===== src/rtl/y_mat_addr_packer_if.sv =====
// Handshake bundle between the sparse-matrix setup logic, the Y-matrix row-address
// packer and the Y-matrix memory write port.
interface y_mat_addr_packer_if #(
  parameter int ADDR_W = 16
);
  logic              pyma_start;
  logic [ADDR_W-1:0] pyma_base_addr;
  logic              pyma_in_valid;
  logic [10:0]       pyma_in_addr;
  logic              pyma_in_ready;
  logic              pyma_flush;
  logic              pyma_wr_en;
  logic [ADDR_W-1:0] pyma_wr_addr;
  logic [255:0]      pyma_wr_data;
  logic              pyma_wr_ack;
  logic              pyma_busy;
  logic              pyma_done;

  // master drives the packer (producer + memory side), slave is the packer itself
  modport master (
    output pyma_start, pyma_base_addr, pyma_in_valid, pyma_in_addr, pyma_flush, pyma_wr_ack,
    input  pyma_in_ready, pyma_wr_en, pyma_wr_addr, pyma_wr_data, pyma_busy, pyma_done
  );

  modport slave (
    input  pyma_start, pyma_base_addr, pyma_in_valid, pyma_in_addr, pyma_flush, pyma_wr_ack,
    output pyma_in_ready, pyma_wr_en, pyma_wr_addr, pyma_wr_data, pyma_busy, pyma_done
  );
endinterface


===== src/rtl/y_mat_addr_packer.sv =====
// Packs 11-bit row addresses, 16 per 256-bit word (slot 0 in the MSBs), and writes
// each word to the Y-matrix memory; a flush pads and writes the partial last word.
module y_mat_addr_packer #(
  parameter int ADDR_W = 16
) (
  input  logic               clock,
  input  logic               reset,
  y_mat_addr_packer_if.slave bus
);

  localparam int SLOTS   = 16;
  localparam int SLOT_W  = 16;

  localparam logic [1:0] S_IDLE  = 2'd0;
  localparam logic [1:0] S_FILL  = 2'd1;
  localparam logic [1:0] S_WRITE = 2'd2;

  logic [1:0]                    state;
  logic [SLOTS-1:0][SLOT_W-1:0]  word_q;
  logic [3:0]                    slot_q;
  logic [ADDR_W-1:0]             addr_q;
  logic                          last_q;
  logic                          flush_pend_q;
  logic                          done_q;

  logic accept;
  logic flush_now;

  assign accept    = (state == S_FILL) && bus.pyma_in_valid;
  assign flush_now = bus.pyma_flush | flush_pend_q;

  always_ff @(posedge clock or posedge reset) begin
    if (reset) begin
      state        <= S_IDLE;
      word_q       <= '0;
      slot_q       <= '0;
      addr_q       <= '0;
      last_q       <= 1'b0;
      flush_pend_q <= 1'b0;
      done_q       <= 1'b0;
    end else begin
      done_q <= 1'b0;
      case (state)
        S_IDLE: begin
          if (bus.pyma_start) begin
            state        <= S_FILL;
            word_q       <= '0;
            slot_q       <= '0;
            last_q       <= 1'b0;
            flush_pend_q <= 1'b0;
            addr_q       <= bus.pyma_base_addr;
          end
        end
        S_FILL: begin
          if (accept) begin
            // packed index 15-slot puts slot 0 in bits [255:240]
            word_q[~slot_q] <= {5'b0, bus.pyma_in_addr};
            slot_q          <= slot_q + 4'd1;
            if ((slot_q == 4'hF) || flush_now) begin
              state  <= S_WRITE;
              last_q <= flush_now;
            end
          end else if (flush_now) begin
            if (slot_q != 4'd0) begin
              state  <= S_WRITE;
              last_q <= 1'b1;
            end else begin
              state        <= S_IDLE;
              done_q       <= 1'b1;
              flush_pend_q <= 1'b0;
            end
          end
        end
        S_WRITE: begin
          if (bus.pyma_flush)
            flush_pend_q <= 1'b1;
          if (bus.pyma_wr_ack) begin
            addr_q <= addr_q + ADDR_W'(1);
            word_q <= '0;
            slot_q <= '0;
            if (last_q) begin
              state        <= S_IDLE;
              done_q       <= 1'b1;
              flush_pend_q <= 1'b0;
            end else begin
              state <= S_FILL;
            end
          end
        end
        default: state <= S_IDLE;
      endcase
    end
  end

  assign bus.pyma_in_ready = (state == S_FILL);
  assign bus.pyma_wr_en    = (state == S_WRITE);
  assign bus.pyma_busy     = (state != S_IDLE);
  assign bus.pyma_done     = done_q;
  assign bus.pyma_wr_addr  = addr_q;
  assign bus.pyma_wr_data  = word_q;

  a_done_idle: assert property (@(posedge clock) disable iff (reset)
    bus.pyma_done |-> !bus.pyma_busy);
  a_wr_no_rdy: assert property (@(posedge clock) disable iff (reset)
    bus.pyma_wr_en |-> !bus.pyma_in_ready);

endmodule

===== src/flat_wrapper.sv =====
// flat-port wrapper written by rule: the top's interface ports become plain ports
module y_mat_addr_packer_flat 
#(
  parameter int ADDR_W = 16
)
  (clock, reset, bus_pyma_start, bus_pyma_base_addr, bus_pyma_in_valid, bus_pyma_in_addr, bus_pyma_flush, bus_pyma_wr_ack, bus_pyma_in_ready, bus_pyma_wr_en, bus_pyma_wr_addr, bus_pyma_wr_data, bus_pyma_busy, bus_pyma_done);
  y_mat_addr_packer_if #(.ADDR_W(ADDR_W)) bus_i ();
  input  logic clock;
  input  logic reset;
  input wire logic [$bits(bus_i.pyma_start)-1:0] bus_pyma_start;
  input wire logic [$bits(bus_i.pyma_base_addr)-1:0] bus_pyma_base_addr;
  input wire logic [$bits(bus_i.pyma_in_valid)-1:0] bus_pyma_in_valid;
  input wire logic [$bits(bus_i.pyma_in_addr)-1:0] bus_pyma_in_addr;
  input wire logic [$bits(bus_i.pyma_flush)-1:0] bus_pyma_flush;
  input wire logic [$bits(bus_i.pyma_wr_ack)-1:0] bus_pyma_wr_ack;
  output wire logic [$bits(bus_i.pyma_in_ready)-1:0] bus_pyma_in_ready;
  output wire logic [$bits(bus_i.pyma_wr_en)-1:0] bus_pyma_wr_en;
  output wire logic [$bits(bus_i.pyma_wr_addr)-1:0] bus_pyma_wr_addr;
  output wire logic [$bits(bus_i.pyma_wr_data)-1:0] bus_pyma_wr_data;
  output wire logic [$bits(bus_i.pyma_busy)-1:0] bus_pyma_busy;
  output wire logic [$bits(bus_i.pyma_done)-1:0] bus_pyma_done;
  assign bus_i.pyma_start = bus_pyma_start;
  assign bus_i.pyma_base_addr = bus_pyma_base_addr;
  assign bus_i.pyma_in_valid = bus_pyma_in_valid;
  assign bus_i.pyma_in_addr = bus_pyma_in_addr;
  assign bus_i.pyma_flush = bus_pyma_flush;
  assign bus_i.pyma_wr_ack = bus_pyma_wr_ack;
  assign bus_pyma_in_ready = bus_i.pyma_in_ready;
  assign bus_pyma_wr_en = bus_i.pyma_wr_en;
  assign bus_pyma_wr_addr = bus_i.pyma_wr_addr;
  assign bus_pyma_wr_data = bus_i.pyma_wr_data;
  assign bus_pyma_busy = bus_i.pyma_busy;
  assign bus_pyma_done = bus_i.pyma_done;
  y_mat_addr_packer #(.ADDR_W(ADDR_W)) u_core (.clock(clock), .reset(reset), .bus(bus_i));
endmodule

===== config.mk =====
export PLATFORM = sky130hd
export DESIGN_NAME = y_mat_addr_packer_flat
export DESIGN_NICKNAME = d
export VERILOG_FILES = /design/src/rtl/y_mat_addr_packer_if.sv /design/src/rtl/y_mat_addr_packer.sv /design/src/flat_wrapper.sv
export SDC_FILE = /design/constraint.sdc
export NUM_CORES = 1
export LEC_CHECK = 0
export BUFFER_PORTS_ARGS = -buffer_cell sky130_fd_sc_hd__buf_4
export CORE_MARGIN = 4
export CORE_UTILIZATION = 27
export DETAILED_ROUTE_END_ITERATION = 10
export PLACE_DENSITY_LB_ADDON = 0.15
export SYNTH_ARGS = -nofsm -noshare
export SYNTH_HDL_FRONTEND = slang
export SYNTH_SLANG_ARGS = --single-unit

===== constraint.sdc =====
create_clock -name clock -period 11.4 [get_ports clock]
set_input_delay 0.57 -clock clock [delete_from_list [all_inputs] [get_ports clock]]
set_output_delay 0.57 -clock clock [all_outputs]
set_load 0.02 [all_outputs]

Word level (Yosys, flattened, before mapping)

Cells that the tools add are included.

Bits in registers: 281
Output and inout bits: 276

Add/subtract/negate cells: 2
$lt $le $gt $ge: 2
Equality and inequality tests: 12
Mux-type cells: 41
Bitwise operators: 2
Reduce and logical (&&, ||, !) cells: 14

Operators with widths:

| operator                                                          | number |
|---|---|
| 2-to-1 mux 256 bit                                                | 3 |
| one-hot mux 256 bit (3 select lines)                              | 1 |
| bitwise mux 256 bit                                               | 1 |
| demux 16 bit (select 4 bit)                                       | 1 |
| 2-to-1 mux 16 bit                                                 | 3 |
| one-hot mux 16 bit (2 select lines)                               | 1 |
| 2-to-1 mux 1 bit                                                  | 17 |
| adder 16 x 1 -> 16 bit, second input constant                     | 1 |
| 2-to-1 mux 2 bit                                                  | 6 |
| 2-to-1 mux 4 bit                                                  | 3 |
| one-hot mux 4 bit (3 select lines)                                | 1 |
| AND reduction 5 bit                                               | 2 |
| inequality test 2 bit, second input constant                      | 4 |
| AND reduction 4 bit                                               | 2 |
| inequality test 3 x 1 -> 1 bit, second input constant             | 2 |
| one-hot mux 2 bit (3 select lines)                                | 1 |
| nonzero test 2 bit                                                | 3 |
| < comparator 4 x 5 -> 1 bit, second input constant                | 1 |
| adder 4 x 1 -> 4 bit, second input constant                       | 1 |
| == test 4 bit, second input constant                              | 1 |
| greater-or-equal comparator 4 x 1 -> 1 bit, second input constant | 1 |
| inequality test 2 x 1 -> 1 bit, second input constant             | 2 |
| inverter 4 bit                                                    | 1 |
| one-hot mux 1 bit (2 select lines)                                | 2 |
| 11 further kinds                                                  | 12 |

Depth between registers and ports, before layout

Depth in word-level cells: 8
Gate-level depth with buffers: 10

Worst setup path before layout

Ideal clock, no wire load.

Path kind: register -> register
Start: reg u_core.state[0]
End: reg u_core.word_q (netlist bit u_core.bus.pyma_wr_data[58])
Data arrival time: 2231 ps
Data required time: 11265 ps
Setup slack: 9034 ps
Stages on the path, launching flop included: 11
Buffers on the path: 4
Cell sequence: dfrtp_1 inv_1 ha_1 nor2b_1 buf_6 or4_1 clkbuf_2 buf_2 buf_2 o211ai_1 o21ai_0

Elaborated cells between the ends (all ways): 10
Those cells by class: eq/ne (5); mux (1); reduce/logical (4)

RTL lines:

| item                                                                  | RTL line                | source |
|---|---|---|
| start, declared                                                       | y_mat_addr_packer.sv:18 | `logic [1:0] state;` |
| start signal, assigned                                                | y_mat_addr_packer.sv:34 | `state <= S_IDLE;` |
| start signal, assigned                                                | y_mat_addr_packer.sv:46 | `state <= S_FILL;` |
| start signal, assigned                                                | y_mat_addr_packer.sv:60 | `state <= S_WRITE;` |
| == test 2 bit (*)                                                     | n/a                     |  |
| net bus_pyma_wr_en                                                    | flat_wrapper.sv:17      | `output wire logic [$bits(bus_i.pyma_wr_en)-1:0] bus_pyma_wr_en;` |
| inequality test 2 bit (no line) or nonzero test 3 bit (tied branches) | n/a                     |  |
| AND reduction 4 bit (no line)                                         | n/a                     |  |
| end signal, assigned by index                                         | y_mat_addr_packer.sv:57 | `word_q[~slot_q] <= {5'b0, bus.pyma_in_addr};` |
| end, declared                                                         | y_mat_addr_packer.sv:19 | `logic [SLOTS-1:0][SLOT_W-1:0] word_q;` |

Mark *: on every way through the listed nets, which the timed path passes. The rest lies on a longest branch.
A chain may end at the register's enable or synchronous reset.

Worst setup path in the final report

Start: reg u_core.state[0]
End: reg u_core.word_q (netlist bit u_core.bus.pyma_wr_data[99])

Word-level cells in the longest chain between the ends: 4
Elaborated cells between the ends (all ways): 10
Those cells by class: eq/ne (5); mux (1); reduce/logical (4)

RTL lines:

| item                                     | RTL line                                         | source |
|---|---|---|
| == test 2 x 1 -> 1 bit                   | y_mat_addr_packer.sv:29, y_mat_addr_packer.sv:43 |  |
| logical AND 1 bit                        | y_mat_addr_packer.sv:29                          | `assign accept = (state == S_FILL) && bus.pyma_in_valid;` |
| inequality test 2 x 1 -> 1 bit (no line) | n/a                                              |  |
| AND reduction 4 bit (no line)            | n/a                                              |  |

Parallel ways exist; a longest one is shown, timed or not.

==> flow_results.org <==
** Yosys
- Summed over its instances, the top area cell type makes up 53.5% of the synthesized netlist area.
- Most frequent cell after synthesis :: dfrtp_1
- Mean area per synthesized cell :: 10.4 um2
- In this run, synthesis inferred 0 flip-flops with an integrated enable.
- Synthesis warning total :: 0
- Number of synthesized register bits :: 201
- The cell area that synthesis handed to floorplanning was 9400 um2.
- By area the synthesized netlist is led by dfrtp_1 54%, o211ai_1 9.7%, o21ai_0 7.4%.
- In the synthesized netlist the dominant register cell turns out to be dfrtp_1.
- The largest total area in the synthesized netlist belongs to dfrtp_1.
- Count of cell types in the netlist :: between 40 and 50
- By count the netlist is led by 201 x dfrtp_1, 139 x o21ai_0, 121 x o211ai_1, 80 x buf_4, 57 x clkbuf_1.
- Of the synthesized area, sequential elements account for 53.5%.
- The cell count after synthesis came out at 906.
- In the synthesized netlist the async set-or-reset flop fraction comes to 100%.

** Route
- Post-route DRC :: 0
- Post-DRT Antenna Nets :: 0
- Vias :: 7690
- Via-per-instance ratio :: 4.94
- Drt first-iter violations :: about 510
- Total Routed Length :: 32900 um
- The first detailed-routing pass ran for 4 iterations.
- After detailed routing, the average wire length per cell comes to 21.1 um.

** Die
- Die height :: 195 um
- In this run the count of I/O pins placed on the die edge is 309.
- The floorplan has 68 rows.
- The die is about 190 um wide.
- Initial standard-cell utilization of the core :: 27.3%
- The total area inside the core boundary comes to 34500 um2.
- Area of the die :: 37900 um2

** Clock tree
- Level count of the clock H-tree :: 1
- TritonCTS built the clock tree.
- Clk pin slew, worst setup/hold paths :: 0.06 ns
- Clock tree root buffer cell :: clkbuf_16
- The clock drives 201 sinks.
- In this run, CTS created clock tree buffers numbering 25.
- In this run the deepest clock path goes through 3 buffers.
- Cts repair resizes :: 0
- The later pin in the worst-skew pair is clocked with a latency of approximately 0.53 ns.
- Post-CTS timing repair inserted 0 buffers for setup.
- Hold_buf cts :: 0

** Worst setup path
- Arrival time of the worst setup path :: ~4.1 ns
- Slowest-stage cell, CP :: buf_4
- By instance count, the cell type seen most on the critical path is buf_4.
- In this design, the largest share of critical-path delay is due to simple AND/OR/NAND/NOR gates.
- Worst Reg2Reg Path Length in Cells :: 8
- Along the worst path, the maximum fanout reaches 81.
- The most critical setup path has its startpoint at u_core.state[0].
- In this run the critical register-to-register path is captured at u_core.bus.pyma_wr_data[99].
- The worst setup path is captured at a flip-flop.
- Worst-path cell chain :: inv_1 > ha_1 > buf_4 > nor2b_1 > or4_4 > buf_4 > o211ai_1 > o21ai_0
- The worst setup path is launched from a flip-flop.
- STA puts the critical path data required time at about 12 ns.
- Buffers & Inverters on Critical Path :: 3
- Delay of the slowest cell on the worst path :: between 0.8 and 0.9 ns
- Register-to-Register Setup Slack :: just under 8 ns
- R2R Path Start :: u_core.state[0]
- Worst setup path category :: reg -> reg

** STA
- Headroom to the max-slew limit came out at 24.9%.
- On the final layout, the worst clock skew is 0.0153 ns.
- The number of endpoints with negative hold slack in the final report is 0.
- The clock period could shrink to about 3.7 ns.
- On the final layout, the worst hold slack is 0.216 ns.
- The number of max-slew violations in the final report came to 0.
- Setup TNS :: 0 ns
- At the pin with the least slew margin, the transition time is 1.12 ns.
- Based on the critical path, the design can be clocked at up to 274 MHz.
- Fin crit share :: 32.0%
- Number of failing setup endpoints in the final timing report :: 0
- Setup repair after global routing left no endpoint under its margin.

** GRT
- Maximum number of pins on one net before global-route repair :: 135
- Via count of the first global-routing pass :: 7710
- Total global routing track utilization :: 16.6%
- Gr ovfl total :: 0
- Initial antenna violation count :: 0
- Wire length of the first global-routing pass :: 50400 um

** Run
- The tool flagged a number of max-cap violations equal to 0.

** Pwr
- Across the VDD grid, the largest voltage drop is 141 uV.
- Standby leakage power :: 5.55 nW
- Power per standard cell area :: roughly 230 nW/um2

** Layout
- The finished cells cover 12000 um2.
- Cells with a size suffix above 1 make up 26.0% of the layout.
- Growth of design area from synthesis to finish :: 27.3%
- The repair_antennas step left the layout with diodes totalling 0.
- Fin nets :: 1127
- Final core utilization :: 34.7%

** Run status
- The flow ran to the end, and the final reports show no timing, DRC or antenna violations.

** Min path
- The min-delay analysis places its worst path in the category in -> async.

** Placement
- After detailed placement, the total cell area comes to approximately 11000 um2.
- Quantity of I/O buffers inserted on ports :: 228
- Half-perimeter wire length after detailed placement :: approximately 21000 um
- Weighted congestion reported at the end of routability-driven placement :: 0.746
==> cells by family (layout without fill, tap and decap cells) <==
logic type / Yosys count / in the layout / synth area share (%)
compound gates: 358 / 358 / 25.1
flops: 201 / 201 / 53.5
buf+inv: 183 / 301 / 11.0
simple gates: 139 / 139 / 7.49
mux: 14 / 14 / 1.52
fa+ha+maj: 10 / 10 / 1.33
other cells: 1 / 80 / 0.0399
==> how the worst max path moves through the flow <==
| stage | slack, ns | endpoint | depth (start not counted) |
|---|---|---|---|
| after detailed placement | 7.75 | u_core.slot_q[3] | 8 |
| after global routing | 7.43 | u_core.bus.pyma_wr_data[130] | 8 |
| after global placement | 7.82 | u_core.slot_q[3] | 8 |
| final | 7.75 | u_core.bus.pyma_wr_data[99] | 8 |
| after floorplan | 5.35 | u_core.bus.pyma_done | 1 |
| after CTS | 7.73 | u_core.bus.pyma_wr_data[148] | 8 |
==> flip-flops by register name, indices dropped and copies added, names as in the netlist <==
name                     flops
u_core.bus.pyma_wr_data    176
u_core.slot_q                4
u_core.bus.pyma_wr_addr     16
u_core.last_q                1
u_core.flush_pend_q          1
u_core.state                 2
u_core.bus.pyma_done         1
==> layout by cell type, fill, tap and decap left out, types with 18 or more instances in the layout <==
cell type  instances
nand3_1           29
clkbuf_16         25
o2bb2ai_1         44
dfrtp_1          201
o21ai_0          139
buf_4            234
inv_1             20
conb_1            80
o211ai_1         121
a21oi_1           18
nand2_1           45
==> stage by stage <==
step | power (mW) | cells | setup slack [ns]
floorplan | 1.56 | 985 | 5.35
global placement | 1.90 | 1512 | 7.82
detailed placement | 1.90 | 1512 | 7.75
CTS | 2.76 | 1558 | 7.73
global route | 2.88 | 1558 | 7.43
finish | 2.71 | 1558 | 7.75
==> per-layer routing <==
metal	GRT usage [%]	wire [um]
met3	3.50	2190
met1	23.8	14800
met2	26.6	15600
met5	0	0
met4	2.55	322
==> power by group <==
part           internal [mW]  switching, mW  leakage, nW
clock                  0.513          0.322        0.429
sequential             0.793         0.0805         2.75
combinational          0.259          0.740         2.37
==> worst register-to-register path, cell delays in order, from the launching register on <==
cell and delay (ns):
dfrtp_1 0.42, inv_1 0.10, ha_1 0.14, buf_4 0.32, nor2b_1 0.67, or4_4 0.70, buf_4 0.84, o211ai_1 0.24
o21ai_0 0.12
==> area by class of cell <==
type,instances,area [um2]
multi-input combinational,601,3640
clock inverter,8,103
timing repair buffer,234,1760
fill,3532,22500
sequential,201,5030
tap,455,569
inverter,21,86.3
clock buffer,38,774
Note: power is estimated with default switching activity, not from simulation.
